### config.mk
export PLATFORM = sky130hd
export DESIGN_NAME = water_level_array
export DESIGN_NICKNAME = d
export VERILOG_FILES = /design/src/rtl/water_level_array.sv
export SDC_FILE = /design/constraint.sdc
export NUM_CORES = 1
export LEC_CHECK = 0
export CORE_ASPECT_RATIO = 2
export CORE_MARGIN = 2
export CORE_UTILIZATION = 45
export CTS_CLUSTER_DIAMETER = 120
export DETAILED_ROUTE_END_ITERATION = 10
export PLACE_DENSITY_LB_ADDON = 0.12
export SLEW_MARGIN = 10
export SYNTH_ARGS = -nofsm -noshare
export SYNTH_HDL_FRONTEND = slang
export SYNTH_SLANG_ARGS = --single-unit
### constraint.sdc
create_clock -name clk -period 2.1 [get_ports clk]
set_input_delay 0.42 -clock clk [delete_from_list [all_inputs] [get_ports clk]]
set_output_delay 0.42 -clock clk [all_outputs]
set_load 0.02 [all_outputs]
### src/rtl/water_level_array.sv
`default_nettype none
// ============================================================================
// water_level_array
// Float-switch conditioner: per-channel sync, debounce and chatter monitor,
// plus a registered contiguous fill level and sensor-ordering fault.
// Revision: 1.0
// ============================================================================
module water_level_array #(
   parameter int  CHANNELS      = 4,
   parameter int  CLK_FREQ      = 50_000_000,
   parameter int  STABLE_MS     = 20,
   parameter int  CHATTER_LIMIT = 8,
   localparam int COUNT_W       = $clog2(CHANNELS + 1)
) (
   input  logic                clk,
   input  logic                reset,
   input  logic [CHANNELS-1:0] level_async,
   input  logic                fault_clear,
   output logic [CHANNELS-1:0] level_stable,
   output logic [CHANNELS-1:0] change_pulse,
   output logic [COUNT_W-1:0]  level_count,
   output logic                order_fault,
   output logic [CHANNELS-1:0] chatter_fault
);

   localparam int COUNTER_LIMIT = (CLK_FREQ / 1000) * STABLE_MS;
   localparam int CNT_W         = $clog2(COUNTER_LIMIT + 1);
   localparam int ABT_W         = $clog2(CHATTER_LIMIT + 1);

   localparam logic [CNT_W-1:0] CNT_LAST = CNT_W'(COUNTER_LIMIT - 1);
   localparam logic [ABT_W-1:0] ABT_MAX  = ABT_W'(CHATTER_LIMIT);
   localparam logic [ABT_W-1:0] ABT_LAST = ABT_W'(CHATTER_LIMIT - 1);

   generate
      for (genvar i = 0; i < CHANNELS; i++) begin : g_ch
         logic [1:0]       sync_q;
         logic [CNT_W-1:0] cnt_q, cnt_d;
         logic             stable_q, stable_d;
         logic             pulse_q, pulse_d;
         logic [ABT_W-1:0] abt_q, abt_d;
         logic             flt_q, flt_d;
         logic             mismatch;
         logic             abort;
         logic             hit;

         always_comb begin
            mismatch = sync_q[1] ^ stable_q;
            cnt_d    = '0;
            stable_d = stable_q;
            pulse_d  = 1'b0;
            abort    = 1'b0;
            if (mismatch) begin
               if (cnt_q == CNT_LAST) begin
                  stable_d = sync_q[1];
                  pulse_d  = 1'b1;
               end else begin
                  cnt_d = cnt_q + CNT_W'(1);
               end
            end else if (cnt_q != '0) begin
               abort = 1'b1;
            end
         end

         // A threshold hit on the same edge as fault_clear still sets the flag.
         always_comb begin
            hit   = abort && (abt_q == ABT_LAST);
            abt_d = abt_q;
            if (fault_clear || pulse_d) begin
               abt_d = '0;
            end else if (abort && (abt_q != ABT_MAX)) begin
               abt_d = abt_q + ABT_W'(1);
            end
            flt_d = fault_clear ? 1'b0 : flt_q;
            if (hit) begin
               flt_d = 1'b1;
            end
         end

         always_ff @(posedge clk or negedge reset) begin
            if (!reset) begin
               sync_q   <= 2'b11;
               cnt_q    <= '0;
               stable_q <= 1'b1;
               pulse_q  <= 1'b0;
               abt_q    <= '0;
               flt_q    <= 1'b0;
            end else begin
               sync_q   <= {sync_q[0], level_async[i]};
               cnt_q    <= cnt_d;
               stable_q <= stable_d;
               pulse_q  <= pulse_d;
               abt_q    <= abt_d;
               flt_q    <= flt_d;
            end
         end

         assign level_stable[i]  = stable_q;
         assign change_pulse[i]  = pulse_q;
         assign chatter_fault[i] = flt_q;
      end
   endgenerate

   logic [COUNT_W-1:0] count_q, count_d;
   logic               order_q, order_d;
   logic               dry_seen;

   always_comb begin
      count_d  = '0;
      order_d  = 1'b0;
      dry_seen = 1'b0;
      for (int i = 0; i < CHANNELS; i++) begin
         if (!level_stable[i]) begin
            if (dry_seen) begin
               order_d = 1'b1;
            end else begin
               count_d = count_d + COUNT_W'(1);
            end
         end else begin
            dry_seen = 1'b1;
         end
      end
   end

   always_ff @(posedge clk or negedge reset) begin
      if (!reset) begin
         count_q <= '0;
         order_q <= 1'b0;
      end else begin
         count_q <= count_d;
         order_q <= order_d;
      end
   end

   assign level_count = count_q;
   assign order_fault = order_q;

endmodule
`default_nettype wire

==> results_dict.tcl <==
set metrics [dict create \
    overflow 0 \
    power.density_mw_per_mm2 810 \
    htreeDepth 4 \
    nFillCells 1186 \
    drtIter0Drc 149 \
    final_hold_viol_count 3 \
    grt_antenna_before_repair 0 \
    layout_worst_path_cycle_share_pct 96.7 \
    wirelength_um 12100 \
    finClkSkew_ns 0.00663 \
    crit_fanout 5 \
    path_class "flip-flop to primary output" \
    fp.coreArea_mm2 0.0130 \
    drv_cap 0 \
    rows 59 \
    end_kind "primary output" \
    crit_required_ns 1.68 \
    grt_pass1_vias 4592 \
    grt_pass1_wl_um 21400 \
    numCtsBuffers 17 \
    rsz0062_at_grt "false" \
    status "finished with violations" \
    synthArstFlopShare_pct 100 \
    dieArea_mm2 0.0143 \
    ys_ff_latch 120 \
    violations "hold timing" \
    start_util_pct 46.0 \
    drive_above_1_share_pct 11.8 \
    clkSinkCount 120 \
    cts_buffer_depth 2 \
    layout_common_cells "dfrtp_1, nor2_1, xor2_1" \
    drtPass1Iterations 4 \
    crit_cells 1 \
    worst_slew_pin_slew_ns 0.562 \
    wire_per_inst_um 15.0 \
    grt_use_total_pct 18.8 \
    cts_tree "done" \
    nNetsFinal 666 \
    dp_hpwl_um 8640 \
    io_pins 23 \
    die_w_um 85.5 \
    gp_congestion 0.819 \
    ant_nets 0 \
    leakage_uw 0.00315 \
    final_cells 807 \
    hold_buffers 0 \
    grt_start_max_net_pins 39 \
    final_common_cell "dfrtp_1" \
    drc 0 \
    path_clk_slew_ns 0.05 \
    synth_cell_types 44 \
    crit_buf_inv 1 \
    synthesis.area_mm2 0.00598 \
    vias 4286 \
    worst_path_max_delay_cell "clkdlybuf4s50_1" \
    dpl_cell_area_mm2 0.00641 \
    syn_nets 629 \
    place_inst 775 \
    stdcell_area_mm2 0.00704 \
    postSynthAreaPerCell_um2 9.89 \
    ys_seq_area_share_pct 50.5 \
    postCtsSetupBuffers 0 \
    critPathMaxStageDelay_ns 0.62 \
    antenna_cells 0 \
    cp-start-kind "flip-flop" \
    syn_inst 605 \
    yosys_warnings 0 \
    cp_cell_sequence "clkdlybuf4s50_1" \
    die_h_um 167 \
    crit_family "buffers and inverters" \
    clockRootBuffer "clkbuf_16" \
    r2r_cells 5 \
    fin_setup_tns_ns 0 \
    clk_latency_ns 0.40 \
    ys.flop_type "dfrtp_1" \
    port_buffers 22 \
    max-vdd-ir-drop_mv 0.798 \
    whs_ns -0.0112 \
    finalSetupViolations 0 \
    holdCritPathClass "input port to asynchronous set/reset pin" \
    fmax_ghz 0.492 \
    vias_per_cell 5.31 \
    area_growth_pct 17.8 \
    drv_slew 0 \
    slew_headroom_pct 62.2 \
    period_needed_ns 2.03 \
    cp.arrival_ns 1.61 \
    synth_edf_count 0 \
]
[area by class of cell]
cell class                      instances  area, um^2  share of cell area [%]
Inverter                               31         116                    1.65
Clock buffer                           19         443                    6.29
Multi-Input combinational cell        430        2700                    38.4
Timing Repair Buffer                   42         394                    5.60
Clock inverter                         13         178                    2.52
Sequential cell                       120        3020                    42.8
Tap cell                              152         190                    2.70
[worst paths after layout]
check                             startpoint           endpoint  slack [ns]
max in group asynchronous              reset  g_ch[2].cnt_q[16]        1.38
max                         g_ch[2].stable_q    level_stable[2]        0.07
min                                    reset    g_ch[1].pulse_q       -0.01
min reg2reg                g_ch[0].sync_q[0]  g_ch[0].sync_q[1]        0.35
min in group clk           g_ch[0].sync_q[0]  g_ch[0].sync_q[1]        0.35
max reg2reg                g_ch[3].cnt_q[10]   g_ch[3].abt_q[1]        0.20
[cells in the mapped netlist (12+ instances only)]
| cell type | number | share of area (%) |
|---|---|---|
| and3_1 | 18 | 1.9 |
| nor2_1 | 102 | 6.4 |
| nor4_1 | 21 | 2.2 |
| nor3_1 | 16 | 1.3 |
| nand3_1 | 34 | 2.8 |
| o21ai_0 | 15 | 1.3 |
| xnor2_1 | 28 | 4.1 |
| buf_4 | 12 | 1.5 |
| ha_1 | 17 | 3.6 |
| dfrtp_1 | 108 | 45 |
| dfstp_2 | 12 | 5.3 |
| nand2_1 | 41 | 2.6 |
| xor2_1 | 57 | 8.3 |
| inv_1 | 31 | 1.9 |
| nand4_1 | 22 | 2.3 |
[routing by layer]
layer	wire length, um	global-route usage [%]
met5	0	0
met4	280	8.01
met3	328	5.20
met2	6640	33.0
met1	4880	20.9
[logic make-up after synthesis]
logic type,after synthesis,synth area share (%)
buffers and inverters,55,4.44
DFF,120,50.5
AOI/OAI and AO/OA,36,3.70
muxes,10,1.82
adders and majority gates,17,3.56
and+or+nand+nor,282,23.6
xor gates and xnor gates,85,12.4
[sequential cells by signal, summed over array words and instances, names as in the netlist]
register / flops
g_ch.cnt_q: 80
g_ch.abt_q: 16
g_ch.sync_q: 8
g_ch.flt_q: 4
g_ch.pulse_q: 4
g_ch.stable_q: 4
level_count: 3
order_fault: 1
[through the flow]
| step | setup slack, ns | hold WS [ns] | utilization, % | total power (uW) |
|---|---|---|---|---|
| 5_1_grt | 0.0233 | 0.0141 | 54.2 | 5950 |
| 2_1_floorplan | 0.323 | 0.124 | - | 2590 |
| 6_report | 0.0687 | -0.0112 | 54.2 | 5700 |
| 3_3_place_gp | 0.116 | 0.346 | 49.4 | 2710 |
| 3_5_place_dp | 0.0935 | 0.347 | 49.4 | 2720 |
| 4_1_cts | 0.0173 | 0.00442 | 54.1 | 5780 |
[repair_timing]
| action | 4_1_cts | 5_1_grt |
|---|---|---|
| resized for setup | 1 | 2 |
| gates cloned | 0 | 0 |
| endpoints found under the setup margin | 1 | 4 |
[report_power, final]
| group | internal [uW] | switching, uW | total (uW) |
|---|---|---|---|
| Sequential | 2360 | 42.5 | 2410 |
| Combinational | 102 | 168 | 269 |
| Clock | 2010 | 1020 | 3030 |
Note: power is estimated with default switching activity, not from simulation.
